### config.mk
export PLATFORM = sky130hd
export DESIGN_NAME = multi_adc_sampler
export DESIGN_NICKNAME = d
export VERILOG_FILES = /design/src/rtl/multi_adc_sampler.sv
export SDC_FILE = /design/constraint.sdc
export NUM_CORES = 1
export LEC_CHECK = 0
export ABC_AREA = 1
export CAP_MARGIN = 0
export CORE_ASPECT_RATIO = 1.1
export CORE_MARGIN = 1
export CORE_UTILIZATION = 60
export DETAILED_ROUTE_END_ITERATION = 8
export GPL_ROUTABILITY_DRIVEN = 0
export PLACE_DENSITY = 0.85
export SYNTH_ARGS = -nofsm -noshare
export SYNTH_HDL_FRONTEND = slang
export SYNTH_SLANG_ARGS = --single-unit
### constraint.sdc
create_clock -name iCLK -period 12.3 [get_ports iCLK]
set_input_delay 1.845 -clock iCLK [delete_from_list [all_inputs] [get_ports iCLK]]
set_output_delay 1.845 -clock iCLK [all_outputs]
set_load 0.005 [all_outputs]
### src/rtl/multi_adc_sampler.sv
// multi_adc_sampler: drives one shared CS/SCLK pair to pADC_NUM serial ADCs,
// deserialises their data lines in parallel and emits one word per ADC per
// conversion towards per-ADC FIFOs, for bursts of iSAMPLES conversions.
module multi_adc_sampler #(
  parameter int unsigned pADC_NUM     = 5,
  parameter int unsigned pDATA_W      = 16,
  parameter logic [7:0]  pACTIVE_EDGE = "F",
  parameter int unsigned pCS_HIGH     = 3
) (
  input  logic                         iCLK,
  input  logic                         iRST,
  input  logic                         iEN,
  input  logic                         iSTART,
  input  logic [15:0]                  iSAMPLES,
  input  logic [15:0]                  iCLK_DIV,
  input  logic [15:0]                  iCLK_DUTY,
  output logic                         oBUSY,
  output logic                         oCOMPL,
  output logic                         oERROR,
  output logic                         oCS,
  output logic                         oSCLK,
  input  logic [pADC_NUM-1:0]          iSDATA,
  input  logic [pADC_NUM-1:0]          iFULL,
  output logic [pADC_NUM-1:0]          oWR,
  output logic [pADC_NUM*pDATA_W-1:0]  oDATA
);

  localparam int unsigned BIT_W     = (pDATA_W > 1) ? $clog2(pDATA_W) : 1;
  localparam int unsigned GAP_W     = (pCS_HIGH > 1) ? $clog2(pCS_HIGH) : 1;
  localparam bit          RISE_CAPT = (pACTIVE_EDGE == "R");

  typedef enum logic [1:0] {S_IDLE, S_CONV, S_GAP, S_DONE} state_t;

  state_t                                  state_q, state_d;
  logic [15:0]                             phase_q, phase_d;
  logic [BIT_W-1:0]                        bit_q, bit_d;
  logic [GAP_W-1:0]                        gap_q, gap_d;
  logic [15:0]                             words_q, words_d;
  logic [15:0]                             nsamp_q, nsamp_d;
  logic [15:0]                             div_q, div_d;
  logic [15:0]                             duty_q, duty_d;
  logic [pADC_NUM-1:0][pDATA_W-1:0]        shift_q, shift_d;

  logic                                    busy_q, busy_d;
  logic                                    compl_q, compl_d;
  logic                                    err_q, err_d;
  logic                                    cs_q, cs_d;
  logic                                    sclk_q, sclk_d;
  logic [pADC_NUM-1:0]                     wr_q, wr_d;
  logic [pADC_NUM*pDATA_W-1:0]             data_q, data_d;

  logic [15:0]                             div_in;
  logic [15:0]                             duty_in;
  logic                                    capture;

  // Next-state, counters, capture and registered-output decode
  always_comb begin
    state_d = state_q;
    phase_d = phase_q;
    bit_d   = bit_q;
    gap_d   = gap_q;
    words_d = words_q;
    nsamp_d = nsamp_q;
    div_d   = div_q;
    duty_d  = duty_q;
    shift_d = shift_q;
    err_d   = err_q;
    wr_d    = '0;
    data_d  = data_q;
    capture = 1'b0;

    // Sanitised clock shape from the raw config inputs
    div_in = (iCLK_DIV < 16'd2) ? 16'd2 : iCLK_DIV;
    if (iCLK_DUTY == 16'd0) begin
      duty_in = 16'd1;
    end else if (iCLK_DUTY > div_in - 16'd1) begin
      duty_in = div_in - 16'd1;
    end else begin
      duty_in = iCLK_DUTY;
    end

    case (state_q)
      S_IDLE: begin
        if (iEN && iSTART) begin
          div_d   = div_in;
          duty_d  = duty_in;
          nsamp_d = iSAMPLES;
          words_d = 16'd0;
          phase_d = 16'd0;
          bit_d   = '0;
          err_d   = 1'b0;
          state_d = (iSAMPLES == 16'd0) ? S_DONE : S_CONV;
        end
      end

      S_CONV: begin
        // Falling-edge capture sits at the first low phase; rising-edge
        // capture at the last phase, just before SCLK returns high.
        capture = RISE_CAPT ? (phase_q == div_q - 16'd1) : (phase_q == duty_q);
        if (capture) begin
          for (int a = 0; a < int'(pADC_NUM); a++) begin
            shift_d[a] = {shift_q[a][pDATA_W-2:0], iSDATA[a]};
          end
        end
        if (phase_q == div_q - 16'd1) begin
          phase_d = 16'd0;
          if (bit_q == BIT_W'(pDATA_W - 1)) begin
            // Last bit done: hand the word to every FIFO that can take it
            bit_d   = '0;
            gap_d   = '0;
            state_d = S_GAP;
            wr_d    = ~iFULL;
            data_d  = shift_d;
            words_d = words_q + 16'd1;
            if (|iFULL) begin
              err_d = 1'b1;
            end
          end else begin
            bit_d = bit_q + BIT_W'(1);
          end
        end else begin
          phase_d = phase_q + 16'd1;
        end
      end

      S_GAP: begin
        if (gap_q == GAP_W'(pCS_HIGH - 1)) begin
          if ((words_q == nsamp_q) || !iEN) begin
            state_d = S_DONE;
          end else begin
            state_d = S_CONV;
            phase_d = 16'd0;
            bit_d   = '0;
          end
        end else begin
          gap_d = gap_q + GAP_W'(1);
        end
      end

      default: begin
        state_d = S_IDLE;
      end
    endcase

    // Outputs are decoded from the next state so they appear registered
    cs_d    = (state_d != S_CONV);
    sclk_d  = (state_d == S_CONV) ? (phase_d < duty_d) : 1'b1;
    busy_d  = (state_d == S_CONV) || (state_d == S_GAP);
    compl_d = (state_d == S_DONE);
  end

  // Control state and registered outputs; reset restores the idle bus
  always_ff @(posedge iCLK) begin
    if (iRST) begin
      state_q <= S_IDLE;
      phase_q <= 16'd0;
      bit_q   <= '0;
      gap_q   <= '0;
      words_q <= 16'd0;
      busy_q  <= 1'b0;
      compl_q <= 1'b0;
      err_q   <= 1'b0;
      cs_q    <= 1'b1;
      sclk_q  <= 1'b1;
      wr_q    <= '0;
      data_q  <= '0;
    end else begin
      state_q <= state_d;
      phase_q <= phase_d;
      bit_q   <= bit_d;
      gap_q   <= gap_d;
      words_q <= words_d;
      busy_q  <= busy_d;
      compl_q <= compl_d;
      err_q   <= err_d;
      cs_q    <= cs_d;
      sclk_q  <= sclk_d;
      wr_q    <= wr_d;
      data_q  <= data_d;
    end
  end

  // Latched burst configuration and deserialisers; contents are only
  // meaningful inside a burst, so they carry no reset
  always_ff @(posedge iCLK) begin
    nsamp_q <= nsamp_d;
    div_q   <= div_d;
    duty_q  <= duty_d;
    shift_q <= shift_d;
  end

  assign oBUSY  = busy_q;
  assign oCOMPL = compl_q;
  assign oERROR = err_q;
  assign oCS    = cs_q;
  assign oSCLK  = sclk_q;
  assign oWR    = wr_q;
  assign oDATA  = data_q;

endmodule

Yosys cells after proc, flatten, opt, wreduce, memory -nomap -nowiden
Cells that the tools add are included.

storage, ports and cells
  register bits = 258
  output and inout port bits = 90
  word-level logic and storage cells = 108

cells by class
  add/sub/neg operators = 6
  magnitude comparators = 3
  equal/unequal tests = 18
  muxes and demuxes = 37
  bitwise gates (word level) = 5
  reductions and logical operators = 19

operators with widths
  cell                     number
  $mux W16                 12
  $mux W80                 1
  $eq A16 B16 Y1           3
  $pmux W16 S3             1
  $add A16 B1 Y16 const B  2
  $logic_not A16 Y1        2
  $pmux W16 S2             1
  $sub A16 B1 Y16 const B  2
  $mux W4                  5
  $mux W2                  9
  $gt A16 B16 Y1           1
  $lt A16 B16 Y1           1
  $lt A16 B2 Y1 const B    1
  $ne A2 B2 Y1 const B     7
  $pmux W4 S3              1
  $reduce_and A5 Y1        2
  $eq A2 B2 Y1 const B     4
  $reduce_and A4 Y1        2
  $pmux W2 S3              1
  $not A5 Y5               1
  $reduce_or A5 Y1         1
  $add A4 B1 Y4 const B    1
  $eq A2 B1 Y1 const B     2
  $eq A4 B4 Y1 const B     1
  other kinds (16)         24

Depth between registers and ports, before layout
Gate-level depths: netlist of run 1.

  depth after elaboration = 9
  depth in mapped cells = 36

Worst setup path after synthesis of run 1
No wires, ideal clock.

  path kind = register -> register
  start point = register state_q[0]
  end point = register sclk_q, in the netlist oSCLK
  data arrival time = 6.127 ns
  required time = 12.242 ns
  setup slack = 6.115 ns
  stages on the path, launching flop included = 15
  buffers on the path = 1
  period minus slack after synthesis = 6.185 ns
  path through = dfxtp_1 > inv_1 > nor2_1 > inv_1 > nor2_1 > buf_2 > nand3_1 > nand2_1 > ha_1 > a21oi_1 > nor2_1 > a211oi_1 > o221a_2 > nand2_1 > nand2_1

between the ends
  elaborated cells on any way between the ends = 14
  those cells by class = 1 x order compare; 3 x eq/ne; 7 x mux; 1 x bitwise; 2 x reduce/logical

RTL lines
  what                                        line  text
  start: declaration                          34    state_t state_q, state_d;
  start signal: assignment                    168   state_q <= state_d;
  $eq A2 B2 Y1, or another cell as far along  82    case (state_q)
  $pmux W16 S3 *                              82
  net phase_d[9]                              35    logic [15:0] phase_q, phase_d;
  $lt A16 B16 Y1 *                            147   sclk_d = (state_d == S_CONV) ? (phase_d < duty_d) : 1'b1;
  end signal: assignment                      177   sclk_q <= sclk_d;
  end: declaration                            48    logic sclk_q, sclk_d;

Mark *: on every way through the listed nets, which the timed path passes. The rest lies on a longest branch.
A chain may end at the register's enable or synchronous reset.

Worst setup path in the final report of run 1
  start point = input port iCLK_DIV[9]
  end point = register sclk_q, in the netlist oSCLK

between the ends
  cells in the longest elaborated chain, start to end = 9

ends and longest elaborated chain
  what                line    text
  start: declaration  15      input logic [15:0] iCLK_DIV,
  $lt A16 B2 Y1       73      div_in = (iCLK_DIV < 16'd2) ? 16'd2 : iCLK_DIV;
  $mux W16 *          73
  $sub A16 B1 Y16 *   76, 77
  $gt A16 B16 Y1      76      end else if (iCLK_DUTY > div_in - 16'd1) begin
  $mux W16 *          76
  $mux W16 *          74      if (iCLK_DUTY == 16'd0) begin
  $mux W16 *          84      if (iEN && iSTART) begin
  $mux W16 *          82
  $lt A16 B16 Y1 *    147

Every way passes the cells marked *; elsewhere a longest branch is shown, timed or not.

==> impl_metrics.yaml, run 1 <==
grt:
  grt_overflow: 0
  grt_max_degree: 105
  grt_pass1_vias: 9879
  grt_usage: 0.267
  antenna_found_initial: 0
  grt_first_pass_wirelength_mm: 47.2
yosys:
  synth_top_area_frac: 0.270
  yosysTopAreaCell: "edfxtp_1"
  synth_most_common_cell: "nand2_1"
  netlist_top_cells_count: "nand2_1, a21oi_1, inv_1"
  synth-seq-cells: 258
  netlist_top_cells_area: "edfxtp_1, dfxtp_1, nand2_1"
  ys_seq_area_frac: 0.505
  synth-main-ff-cell: "dfxtp_1"
  synth_edf_count: 112
  synth_nets: 1605
  ys_types: 45
  ys_async_sr_fraction: 0
  yosys_warnings: 0
  avgSynthCellArea_sq_um: 8.27
  synth_cells: 1504
  syn_area_sq_um: 12400
sta:
  worstMarginPinSlew_ns: 1.12
  setup_viol: 0
  fmax_ghz: 0.155
  hold_violations: 0
  clock_skew_ns: 0.0104
  tns_ns: 0
  min_period_ns: 6.45
  setup_ws_ns: 5.85
  maxSlewViolCount: 0
  rsz0062_at_grt: "no"
  period_share: 0.524
  fin_hold_ws_ns: 0.465
  max_slew_margin: 0.252
power:
  power_mw: 1.93
  power_leakage_nw: 5.91
  ir_drop_mv: 0.106
  p_per_area_nw_per_um2: 130
critical_path:
  crit_buf_inv: 4
  crit_path_max_fanout: 23
  cp_slowest_cell: "clkdlybuf4s50_1"
  cp.arrival_ns: 6.93
  cp.required_ns: 12.79
  slowest_delay_ns: 0.49
  crit_family: "simple AND/OR/NAND/NOR gates"
  path_class: "input port to register"
  r2r_setup_slack_ns: 7.91
  startpoint_type: "input port"
  cp-end-kind: "register"
  cpMostUsedCell: "nand2_1"
floorplanning:
  start_util: 0.620
  dieArea_sq_um: 21300
  die_y_um: 153
  die_w_um: 139
  core-area_sq_um: 20100
  io_pins: 152
  rows: 54
place:
  io_buffers: 151
  dp_cells: 1838
  pre_cts_ws_ns: 5.39
  dpl_cell_area_sq_um: 14000
  hpwl_mm: 19.5
cells_and_area:
  post-route-cell-area_sq_um: 14900
  num-nets-final: 1716
  final_cells: 1888
  area_growth_pct: 19.6
  nFillCells: 1489
  diodes: 0
  drive_gt1_frac: 0.0532
  final_core_util: 0.741
drt:
  drc: 0
  via_per_inst: 5.50
  wl_per_cell_um: 14.9
  first_pass_iters: 5
  final_antenna_net_count: 0
  drtIter0Drc: 713
  wl_mm: 28.2
  via_count: 10385
clock_tree:
  cts_hold_buf: 0
  tritoncts: "done"
  postCtsSetupBuffers: 0
  cts_made_buffers: 27
  root_buffer: "clkbuf_16"
  htree_levels: 1
  cts_buffer_depth: 3
  cts.sinks: 258
  ctsResizeCount: 0
  clk_pin_slew_ns: 0.06
  clock_latency_ns: 0.54
outcome:
  outcome: "finished clean"
run:
  drv_cap: 0
worst_hold_path:
  hp-class: "register to register"
[report_power, final]
group	switching, mW	internal, mW
sequential	0.0204	0.931
clock	0.334	0.472
combinational	0.105	0.0663
total	0.459	1.47
[cells by family after synthesis]
logic type      after synthesis  share of synthesized area
compound gates              261                      0.116
xor+xnor                     62                     0.0436
flops                       258                      0.505
simple gates                652                      0.223
buf+inv                     232                     0.0734
fa+ha+maj                    39                     0.0392
[per-layer routing]
layer | vias up | global-route usage | wire length [um]
met5 | - | 0 | 0
met4 | 0 | 0.0915 | 807
met3 | 58 | 0.0291 | 1490
met2 | 357 | 0.468 | 13700
met1 | 4816 | 0.344 | 12200
li1 | 5154 | - | -
[final cells by class]
type	instances	area [sq um]	area share
flip-flops and latches	258	6290	0.423
repair buffers	156	1550	0.104
clock inverters	11	118	0.00791
clock buffers	39	761	0.0511
multi-input cells	1014	5250	0.353
well taps	252	315	0.0212
inverters	158	593	0.0399
[registers in the layout (all words and copies together) (netlist names), 5 cells and up]
signal / cells
nsamp_q: 16
phase_q: 16
words_q: 16
div_q: 16
shift_q: 80
duty_q: 16
oDATA: 80
oWR: 5
[layout by cell type (no fill, tap or decap), types with 3 or more instances in the layout]
cell             instances
nand2_1                400
o221ai_1                 6
clkbuf_16               27
ha_1                    39
o21a_1                   5
dfxtp_1                146
nor3_2                   4
a21oi_1                161
edfxtp_1               112
nand4_1                 15
inv_2                    7
nor2_1                 125
nor3_1                  18
a211oi_1                 6
nand3b_1                 8
o211ai_1                 6
clkinv_2                 4
clkdlybuf4s50_1        150
clkbuf_8                 4
o21ai_0                 56
nand2_2                  3
xnor2_1                 31
nand3_1                 39
nor4_1                   8
buf_4                    6
a32oi_1                  8
or2_2                    7
nor2_4                   5
clkbuf_1                 8
nor2_2                   7
inv_1                  151
o21ai_1                  4
xor2_1                  31
[worst paths after layout]
| kind | from | depth (start not counted) | endpoint |
|---|---|---|---|
| setup / recovery | iCLK_DIV[9] | 29 | oSCLK |
| hold / removal | oDATA[1] | 2 | oDATA[1] |
| setup reg to reg | div_q[0] | 19 | oBUSY |
| hold reg to reg | oDATA[1] | 2 | oDATA[1] |
[tightest hold or removal path: cells and delay by family (launching register included)]
| kind | cells | cell delay [ns] |
|---|---|---|
| flip-flops | 1 | 0.31 |
| AO/OA/AOI/OAI | 1 | 0.05 |
| AND/OR/NAND/NOR | 1 | 0.06 |
Note: power is estimated with default switching activity, not from simulation.
==> run 2: changes to the inputs <==
- CORE_UTILIZATION: 60 -> 51
- PLACE_DENSITY: 0.85 -> 0.77
- clock period: 12.3 -> 5.4 ns (I/O delays scaled with it)
==> run 2 against run 1 <==
Effect of this change: count of clock-buffer cells in the layout up 2; flip-flop and latch count unchanged; combinational power rose by 140%; first-iteration DRC count decreased by 15%; critical path depth up 1; clock skew up 0.0046 ns; hold slack got worse by 0.00050 ns; critical path type unchanged; largest power group unchanged.
==> impl_metrics.yaml, run 2 (synthesis gave the netlist of run 1 again) <==
outcome:
  outcome: "finished clean"
floorplanning:
  die_w_um: 151
  io_pins: 152
  core-area_sq_um: 23800
  rows: 59
  die_y_um: 166
  start_util: 0.523
  dieArea_sq_um: 25000
critical_path:
  crit_path_max_fanout: 9
  r2r_cells: 24
  slowest_delay_ns: 0.44
  path_class: "input port to register"
  cp-end-kind: "register"
  rr_startpoint: "div_q[0]"
  r2r_setup_slack_ns: 1.76
  startpoint_type: "input port"
  cp.arrival_ns: 5.37
  cpMostUsedCell: "nand2_1"
  cp_slowest_cell: "clkdlybuf4s50_1"
  cp.required_ns: 5.83
  rr_endpoint: "oSCLK"
cells_and_area:
  mostFrequentLayoutCells: "nand2_1, a21oi_1, inv_1, clkdlybuf4s50_1, dfxtp_1"
  final_common_cell: "nand2_1"
  num-nets-final: 1743
  area_growth_pct: 21.7
  final_cells: 1968
  diodes: 0
  final_core_util: 0.637
  post-route-cell-area_sq_um: 15100
  drive_gt1_frac: 0.0667
clock_tree:
  cts_made_buffers: 27
  root_buffer: "clkbuf_16"
  cts_buffer_depth: 3
  cts.sinks: 258
  clk_pin_slew_ns: 0.06
  tritoncts: "done"
  htree_levels: 1
  clock_latency_ns: 0.54
sta:
  min_period_ns: 4.94
  setup_ws_ns: 0.460
  setup_viol: 0
  period_share: 0.915
  clock_skew_ns: 0.0150
  fmax_ghz: 0.202
  max_slew_margin: 0.385
  rsz0062_at_grt: "no"
  worstMarginPinSlew_ns: 0.922
  hold_violations: 0
  maxSlewViolCount: 0
grt:
  grt_pass1_vias: 9928
  gr-usage-met3: 0.0297
  grt_first_pass_wirelength_mm: 47.1
  grt_usage: 0.230
  grt_overflow: 0
  antenna_found_initial: 0
  grt_use_met1: 0.300
  grt_max_degree: 161
  top_usage_layer: "met2"
  met2_usage: 0.393
run:
  drv_cap: 0
drt:
  drtIter0Drc: 606
  via_count: 10259
  wl_mm: 28.3
  wl_per_cell_um: 14.4
  final_antenna_net_count: 0
  first_pass_iters: 5
  drc: 0
  via_per_inst: 5.21
power:
  ir_drop_mv: 0.162
  power_leakage_nw: 6.04
  power_mw: 4.39
  p_per_area_nw_per_um2: 290
worst_hold_path:
  holdCritStartpoint: "oDATA[46]"
  hp-class: "register to register"
  worst_hold_path.endpoint: "oDATA[46]"
  holdPathStages: 2
place:
  pre_cts_ws_ns: -0.0123
  hpwl_mm: 19.8
  dpl_cell_area_sq_um: 14300
  io_buffers: 151
  dp_cells: 1915
[run 2: routing by layer]
layer | part of all wire | vias up | wire, um
met1 | 0.43 | 4703 | 12300
met3 | 0.059 | 55 | 1680
met4 | 0.028 | 0 | 780
met5 | 0 | - | 0
li1 | - | 5213 | -
met2 | 0.48 | 288 | 13600
[run 2: how the worst max path moves through the flow]
| stage | depth (start not counted) | slack [ns] | startpoint | end |
|---|---|---|---|---|
| after detailed placement | 29 | -0.01 | iCLK_DIV[9] | oSCLK |
| after global placement | 34 | 0.11 | iCLK_DIV[9] | oSCLK |
| after floorplan | 28 | 0.65 | iCLK_DIV[3] | oSCLK |
| after CTS | 29 | 0.51 | iCLK_DIV[9] | oSCLK |
| after global routing | 27 | 0.07 | iCLK_DIV[10] | oSCLK |
| final | 30 | 0.46 | iCLK_DIV[9] | oSCLK |
[run 2: repair_timing]
action	CTS	global route
endpoints found under the setup margin	0	1
hold buffers	0	0
setup buffers	0	3
resized for setup	0	1
[run 2: final cells by class]
type | instances | area [sq um]
clock buffers | 41 | 778
flip-flops and latches | 258 | 6290
repair buffers | 183 | 1760
inverters | 158 | 597
clock inverters | 9 | 87.6
fillers | 2052 | 8620
multi-input cells | 1014 | 5250
well taps | 305 | 382
[run 2: where the power goes]
| group | switching [mW] | total (mW) | internal [mW] |
|---|---|---|---|
| logic | 0.242 | 0.409 | 0.167 |
| registers | 0.0445 | 2.17 | 2.12 |
| clock network | 0.763 | 1.81 | 1.05 |
| total | 1.05 | 4.39 | 3.34 |
[run 2: through the flow]
stage          TNS (ns)  hold slack, ns
2_1_floorplan         0           0.452
3_3_place_gp          0           0.454
3_5_place_dp    -0.0123           0.456
4_1_cts               0           0.466
5_1_grt               0           0.482
6_report              0           0.464
[run 2: worst max-delay path: cells and delay by family]
kind	cells	cell delay (ns)
xor+xnor	1	0.19
compound gates	3	0.38
fa+ha+maj	3	0.66
simple gates	18	2.37
buf+inv	5	0.97
